## src/rtl/alu_pkg.sv

```systemverilog
// Opcode encodings and per-opcode flag/legality decode shared by the ALU result stage.
package alu_pkg;

  localparam int unsigned OP_W = 4;
  typedef logic [OP_W-1:0] opcode_t;

  localparam opcode_t OP_ADD  = 4'd0;
  localparam opcode_t OP_SUB  = 4'd1;
  localparam opcode_t OP_AND  = 4'd2;
  localparam opcode_t OP_OR   = 4'd3;
  localparam opcode_t OP_XOR  = 4'd4;
  localparam opcode_t OP_NOR  = 4'd5;
  localparam opcode_t OP_SLT  = 4'd6;
  localparam opcode_t OP_SLTU = 4'd7;
  localparam opcode_t OP_SHL  = 4'd8;
  localparam opcode_t OP_SHR  = 4'd9;
  localparam opcode_t OP_MUL  = 4'd10;

  function automatic logic updates_z(input opcode_t op);
    return op inside {OP_ADD, OP_SUB, OP_AND, OP_OR, OP_XOR, OP_NOR, OP_SLT, OP_SLTU, OP_MUL};
  endfunction

  function automatic logic updates_c(input opcode_t op);
    return op inside {OP_ADD, OP_SUB, OP_SHL, OP_SHR};
  endfunction

  function automatic logic is_illegal(input opcode_t op);
    return op > OP_MUL;
  endfunction

endpackage

```

## src/rtl/alu_result_stage_if.sv

```systemverilog
// Decode/ALU-facing input, writeback output, flag and forwarding signals of the result stage.
interface alu_result_stage_if
  import alu_pkg::*;
#(
  parameter int unsigned DATA_W = 32,
  parameter int unsigned REG_AW = 5
);
  logic              in_valid;
  logic              in_ready;
  opcode_t           in_opcode;
  logic [REG_AW-1:0] in_rd;
  logic              in_wr_en;
  logic [DATA_W-1:0] alu_result;
  logic              alu_zero;
  logic              alu_carry;
  logic              out_valid;
  logic              out_ready;
  logic [DATA_W-1:0] out_result;
  logic [REG_AW-1:0] out_rd;
  logic              out_wr_en;
  logic              flag_z;
  logic              flag_c;
  logic              fwd_valid;
  logic [REG_AW-1:0] fwd_rd;
  logic [DATA_W-1:0] fwd_data;
  logic              illegal_op;
  logic              clr_illegal;

  modport slave (
    input  in_valid, in_opcode, in_rd, in_wr_en, alu_result, alu_zero, alu_carry,
    input  out_ready, clr_illegal,
    output in_ready, out_valid, out_result, out_rd, out_wr_en, flag_z, flag_c,
    output fwd_valid, fwd_rd, fwd_data, illegal_op
  );

  modport master (
    output in_valid, in_opcode, in_rd, in_wr_en, alu_result, alu_zero, alu_carry,
    output out_ready, clr_illegal,
    input  in_ready, out_valid, out_result, out_rd, out_wr_en, flag_z, flag_c,
    input  fwd_valid, fwd_rd, fwd_data, illegal_op
  );
endinterface

```

## src/rtl/skid_buffer.sv

```systemverilog
// Two-entry valid/ready register (main + skid) with a registered in_ready; strict FIFO order.
module skid_buffer #(
  parameter int unsigned W = 8
) (
  input  logic         clk,
  input  logic         rst_n,
  input  logic         in_valid,
  output logic         in_ready,
  input  logic [W-1:0] in_data,
  output logic         out_valid,
  input  logic         out_ready,
  output logic [W-1:0] out_data
);

  logic         main_valid_q, main_valid_d;
  logic         skid_valid_q, skid_valid_d;
  logic [W-1:0] main_q, main_d;
  logic [W-1:0] skid_q, skid_d;
  logic         accept, drain;

  assign accept = in_valid & ~skid_valid_q;
  assign drain  = main_valid_q & out_ready;

  always_comb begin
    main_valid_d = main_valid_q;
    skid_valid_d = skid_valid_q;
    main_d       = main_q;
    skid_d       = skid_q;
    if (skid_valid_q) begin
      // Skid full: no accept this cycle; a drain promotes the skid entry.
      if (drain) begin
        main_d       = skid_q;
        skid_valid_d = 1'b0;
      end
    end else if (accept) begin
      if (!main_valid_q || drain) begin
        main_d       = in_data;
        main_valid_d = 1'b1;
      end else begin
        skid_d       = in_data;
        skid_valid_d = 1'b1;
      end
    end else if (drain) begin
      main_valid_d = 1'b0;
    end
  end

  always_ff @(posedge clk) begin
    if (!rst_n) begin
      main_valid_q <= 1'b0;
      skid_valid_q <= 1'b0;
      main_q       <= '0;
      skid_q       <= '0;
    end else begin
      main_valid_q <= main_valid_d;
      skid_valid_q <= skid_valid_d;
      main_q       <= main_d;
      skid_q       <= skid_d;
    end
  end

  assign in_ready  = ~skid_valid_q;
  assign out_valid = main_valid_q;
  assign out_data  = main_q;

endmodule

```

## src/rtl/alu_result_stage.sv

```systemverilog
// Execute/writeback boundary: registers ALU results, keeps architectural flags, flags illegal
// opcodes and forwards the pending main entry to decode.
module alu_result_stage
  import alu_pkg::*;
#(
  parameter int unsigned DATA_W = 32,
  parameter int unsigned REG_AW = 5
) (
  input logic               clk,
  input logic               rst_n,
  alu_result_stage_if.slave bus
);

  localparam int unsigned EntryW = DATA_W + REG_AW + 1;

  logic              accept;
  logic              illegal;
  logic [EntryW-1:0] in_entry;
  logic [EntryW-1:0] out_entry;
  logic              flag_z_q, flag_c_q, illegal_q;

  assign accept  = bus.in_valid & bus.in_ready;
  assign illegal = is_illegal(bus.in_opcode);

  // Illegal ops still flow down the pipe but can never write a register.
  assign in_entry = illegal ? {{DATA_W{1'b0}}, bus.in_rd, 1'b0}
                            : {bus.alu_result, bus.in_rd, bus.in_wr_en};

  skid_buffer #(
    .W (EntryW)
  ) u_skid (
    .clk       (clk),
    .rst_n     (rst_n),
    .in_valid  (bus.in_valid),
    .in_ready  (bus.in_ready),
    .in_data   (in_entry),
    .out_valid (bus.out_valid),
    .out_ready (bus.out_ready),
    .out_data  (out_entry)
  );

  always_ff @(posedge clk) begin
    if (!rst_n) begin
      flag_z_q  <= 1'b0;
      flag_c_q  <= 1'b0;
      illegal_q <= 1'b0;
    end else begin
      if (accept && updates_z(bus.in_opcode)) flag_z_q <= bus.alu_zero;
      if (accept && updates_c(bus.in_opcode)) flag_c_q <= bus.alu_carry;
      // A new illegal accept takes priority over a simultaneous clear.
      if (accept && illegal)    illegal_q <= 1'b1;
      else if (bus.clr_illegal) illegal_q <= 1'b0;
    end
  end

  assign {bus.out_result, bus.out_rd, bus.out_wr_en} = out_entry;

  assign bus.flag_z     = flag_z_q;
  assign bus.flag_c     = flag_c_q;
  assign bus.illegal_op = illegal_q;
  assign bus.fwd_valid  = bus.out_valid & bus.out_wr_en;
  assign bus.fwd_rd     = bus.out_rd;
  assign bus.fwd_data   = bus.out_result;

endmodule

```

## src/flat_wrapper.sv

```systemverilog
// flat-port wrapper written by rule: the top's interface ports become plain ports
module alu_result_stage_flat import alu_pkg::*;
#(
  parameter int unsigned DATA_W = 32,
  parameter int unsigned REG_AW = 5
)
  (clk, rst_n, bus_in_valid, bus_in_opcode, bus_in_rd, bus_in_wr_en, bus_alu_result, bus_alu_zero, bus_alu_carry, bus_out_ready, bus_clr_illegal, bus_in_ready, bus_out_valid, bus_out_result, bus_out_rd, bus_out_wr_en, bus_flag_z, bus_flag_c, bus_fwd_valid, bus_fwd_rd, bus_fwd_data, bus_illegal_op);
  alu_result_stage_if #(.DATA_W(DATA_W), .REG_AW(REG_AW)) bus_i ();
  input logic clk;
  input logic rst_n;
  input wire logic [$bits(bus_i.in_valid)-1:0] bus_in_valid;
  input wire logic [$bits(bus_i.in_opcode)-1:0] bus_in_opcode;
  input wire logic [$bits(bus_i.in_rd)-1:0] bus_in_rd;
  input wire logic [$bits(bus_i.in_wr_en)-1:0] bus_in_wr_en;
  input wire logic [$bits(bus_i.alu_result)-1:0] bus_alu_result;
  input wire logic [$bits(bus_i.alu_zero)-1:0] bus_alu_zero;
  input wire logic [$bits(bus_i.alu_carry)-1:0] bus_alu_carry;
  input wire logic [$bits(bus_i.out_ready)-1:0] bus_out_ready;
  input wire logic [$bits(bus_i.clr_illegal)-1:0] bus_clr_illegal;
  output wire logic [$bits(bus_i.in_ready)-1:0] bus_in_ready;
  output wire logic [$bits(bus_i.out_valid)-1:0] bus_out_valid;
  output wire logic [$bits(bus_i.out_result)-1:0] bus_out_result;
  output wire logic [$bits(bus_i.out_rd)-1:0] bus_out_rd;
  output wire logic [$bits(bus_i.out_wr_en)-1:0] bus_out_wr_en;
  output wire logic [$bits(bus_i.flag_z)-1:0] bus_flag_z;
  output wire logic [$bits(bus_i.flag_c)-1:0] bus_flag_c;
  output wire logic [$bits(bus_i.fwd_valid)-1:0] bus_fwd_valid;
  output wire logic [$bits(bus_i.fwd_rd)-1:0] bus_fwd_rd;
  output wire logic [$bits(bus_i.fwd_data)-1:0] bus_fwd_data;
  output wire logic [$bits(bus_i.illegal_op)-1:0] bus_illegal_op;
  assign bus_i.in_valid = bus_in_valid;
  assign bus_i.in_opcode = bus_in_opcode;
  assign bus_i.in_rd = bus_in_rd;
  assign bus_i.in_wr_en = bus_in_wr_en;
  assign bus_i.alu_result = bus_alu_result;
  assign bus_i.alu_zero = bus_alu_zero;
  assign bus_i.alu_carry = bus_alu_carry;
  assign bus_i.out_ready = bus_out_ready;
  assign bus_i.clr_illegal = bus_clr_illegal;
  assign bus_in_ready = bus_i.in_ready;
  assign bus_out_valid = bus_i.out_valid;
  assign bus_out_result = bus_i.out_result;
  assign bus_out_rd = bus_i.out_rd;
  assign bus_out_wr_en = bus_i.out_wr_en;
  assign bus_flag_z = bus_i.flag_z;
  assign bus_flag_c = bus_i.flag_c;
  assign bus_fwd_valid = bus_i.fwd_valid;
  assign bus_fwd_rd = bus_i.fwd_rd;
  assign bus_fwd_data = bus_i.fwd_data;
  assign bus_illegal_op = bus_i.illegal_op;
  alu_result_stage #(.DATA_W(DATA_W), .REG_AW(REG_AW)) u_core (.clk(clk), .rst_n(rst_n), .bus(bus_i));
endmodule
```

## config.mk

```make
export PLATFORM = sky130hd
export DESIGN_NAME = alu_result_stage_flat
export DESIGN_NICKNAME = d
export VERILOG_FILES = /design/src/rtl/alu_pkg.sv /design/src/rtl/alu_result_stage_if.sv /design/src/rtl/skid_buffer.sv /design/src/rtl/alu_result_stage.sv /design/src/flat_wrapper.sv
export SDC_FILE = /design/constraint.sdc
export NUM_CORES = 1
export LEC_CHECK = 0
export BUFFER_PORTS_ARGS = -buffer_cell sky130_fd_sc_hd__buf_2
export CORE_ASPECT_RATIO = 1.1
export CORE_MARGIN = 2
export CORE_UTILIZATION = 51
export CTS_CLUSTER_DIAMETER = 80
export DETAILED_ROUTE_END_ITERATION = 16
export PLACE_DENSITY = 0.8
export SYNTH_ARGS = -nofsm -noshare
export SYNTH_HDL_FRONTEND = slang
export SYNTH_SLANG_ARGS = --single-unit
```

## constraint.sdc

```tcl
create_clock -name clk -period 1.8 [get_ports clk]
set_input_delay 0.36 -clock clk [delete_from_list [all_inputs] [get_ports clk]]
set_output_delay 0.36 -clock clk [all_outputs]
set_load 0.02 [all_outputs]
```

==> impl_metrics.yaml <==
status:
  run_status: "complete, no violations"
critical_path:
  reg2reg_slack_ps: 250
  critPathTopFamily: "buffers and inverters"
  startpoint: "u_core.u_skid.skid_valid_q$_SDFF_PN0_"
  r2r_end: "u_core.u_skid.out_data[22]$_SDFFE_PN0P_"
  r2r-start: "u_core.u_skid.out_valid$_SDFFE_PN0P_"
  start_kind: "register"
  endpoint_kind: "output pin"
  critPathRequiredTime_ps: 1440
  max_stage_delay_ps: 450
  crit_slowest_cell: "dfxtp_4"
  worst-r2r-cell-count: 3
  path_buf_inv: 3
  path_cells: "clkinv_1 -> buf_4 -> buf_2"
  criticalPathCategory: "register to output pin"
  critPathArrivalTime_ps: 1300
  path_max_fanout: 19
die:
  ios: 130
  die_area_sq_mm: 0.008535
  die_h_um: 96.70
  initial_core_util: 0.5301
  core_area_sq_mm: 0.007515
  die_w_um: 88.27
  rows: 33
logic_synthesis:
  synthArstFlopShare: 0
  synth_edf_count: 0
  yosysTopAreaCell: "dfxtp_1"
  ys_ff_latch: 81
  synth_top_area_share: 0.4070
  synth_most_common_cell: "dfxtp_1"
  synth_area_sq_mm: 0.003984
  synth_area_leaders: "dfxtp_1, o211ai_1, a21oi_1"
  avgSynthCellArea_sq_um: 8.736
  synthFlopType: "dfxtp_1"
  ys_seq_area_frac: 0.4070
  yosys-top-cells-count: "dfxtp_1, a21oi_1, nand2_1"
  ys_warn_count: 0
  synthesis.nets: 505
  synthCells: 456
  ys_types: 27
route:
  first_pass_iters: 5
  vias_per_cell: 5.713
  drt-initial-drc-count: 245
  wire_per_inst_um: 15.94
  routed_wl_um: 10170
  via_count: 3645
  drcViolationCount: 0
  ant_nets: 0
cells_and_area:
  syn2layout_area_growth_pct: 15.58
  n_antenna_cell: 0
  nets: 577
  layout-drive-gt1-share: 0.3583
  fillerInstances: 691
sta:
  maxSlewHeadroom: 0.6415
  post-route-min-period_ps: 1656
  fmaxAchievable_ghz: 0.6039
  period_share: 0.9199
  hold_viol: 0
  worst_pin_slew_ps: 537.8
  setup_viol: 0
  fin_tns_setup_ps: 0
  rsz0062_at_grt: "no"
  maxSlewViolCount: 0
  skew_ps: 8.578
power:
  ir_drop_mv: 0.4961
  power_mw: 4.104
  p_leak_nw: 1.762
  power_density_mw_per_mm2: 891.2
clocking:
  clock_sinks: 81
  cts-root-buf: "clkbuf_8"
  cts_tree: "yes"
  cts_max_level: 3
  cts_buffers: 9
  cts_buffer_depth: 2
  clkLatencyLatePin_ps: 340
  hold_buffers: 0
  clk_pin_slew_worst_paths_ps: 70
placement:
  routabilityCongestion: 0.8498
  hpwlAfterDp_um: 6831
  io_buffer_count: 129
global_routing:
  grt_overflow: 0
  antenna_found_initial: 0
  grt_start_max_net_pins: 68
  grt_usage: 0.2318
  grt_pass1_wl_um: 15920
  grt_pass1_vias: 3338
job:
  maxCapViolCount: 0
worst_hold_path:
  hp-class: "primary input to register"
  min_from: "bus_alu_carry"
  hold-path-cell-count: 3
  min_to: "u_core.bus.flag_c$_SDFFE_PN0P_"
[layout by cell type (no fill, tap or decap), types with 3 or more instances in the layout]
cell type	Yosys	layout
buf_2	9	129
a21oi_1	80	79
a211oi_1	6	6
dfxtp_1	81	80
clkinv_2	0	3
nand2_1	78	78
o211ai_1	66	66
mux2i_1	7	7
a311oi_2	20	20
buf_4	40	17
a311oi_1	13	13
clkbuf_8	0	11
[metrics by stage]
step                setup WS (ps)  hold WS [ps]    util  area (sq um)  instances
floorplan                   358.6         432.2       -          3984        456
global placement            265.9         437.8  0.5892          4428        622
detailed placement          240.9         443.5  0.5892          4428        622
CTS                         54.52         247.4  0.6124          4602        638
global route                61.94         265.8  0.6127          4604        638
finish                      144.1         257.3  0.6127          4604        638
[worst max-delay path by stage]
stage	endpoint	slack, ps	cells past startpoint
2_1_floorplan	u_core.u_skid.out_data[19]$_SDFFE_PN0P_	360	5
3_3_place_gp	u_core.u_skid.out_data[33]$_SDFFE_PN0P_	270	3
3_5_place_dp	u_core.u_skid.out_data[28]$_SDFFE_PN0P_	240	3
4_1_cts	bus_in_ready	50	3
5_1_grt	bus_in_ready	60	3
6_report	bus_in_ready	140	3
[tightest hold or removal path: cells and delay by family]
family | cells | cell delay [ps]
mux | 1 | 50
buf+inv | 1 | 80
simple gates | 1 | 70
[sequential cells by signal (all words and copies together) (netlist names)]
signal / count
u_core.u_skid.skid_q: 38
u_core.bus.flag_z: 1
u_core.bus.flag_c: 1
u_core.u_skid.out_data: 38
u_core.bus.illegal_op: 1
u_core.u_skid.out_valid: 1
u_core.u_skid.skid_valid_q: 1
[per-layer routing]
layer  track usage  routed length [um]  up-vias
li1              -                   -     1775
met1        0.2953                4318     1720
met2        0.3777                5003      132
met3       0.05631                 669       18
met4       0.08159                 179        0
met5             0                   0        -
[report_power, final]
part           switching (mW)  internal, mW
combinational           0.603         0.333
clock                   0.619         0.572
sequential             0.0813          1.90
[what timing repair did]
item / in CTS / in global routing
resized for setup: 0 / 1
endpoints found under the setup margin: 0 / 1
setup buffers: 0 / 0
[cell type report]
class	instances	area, sq um	area share
Sequential cell	81	1625	0.3530
Multi-Input combinational cell	283	1842	0.4000
Clock buffer	13	158.9	0.03451
Tap cell	105	131.4	0.02853
Clock inverter	3	15.01	0.003261
Timing Repair Buffer	148	813.3	0.1766
Inverter	5	18.77	0.004076
[kinds of logic after synthesis]
group           Yosys count  share of synthesized area
mux                       8                    0.02136
flops                    81                     0.4070
compound gates          187                     0.3436
simple gates             88                    0.09328
buf+inv                  92                     0.1347
Power figures use the tool's default switching activity.
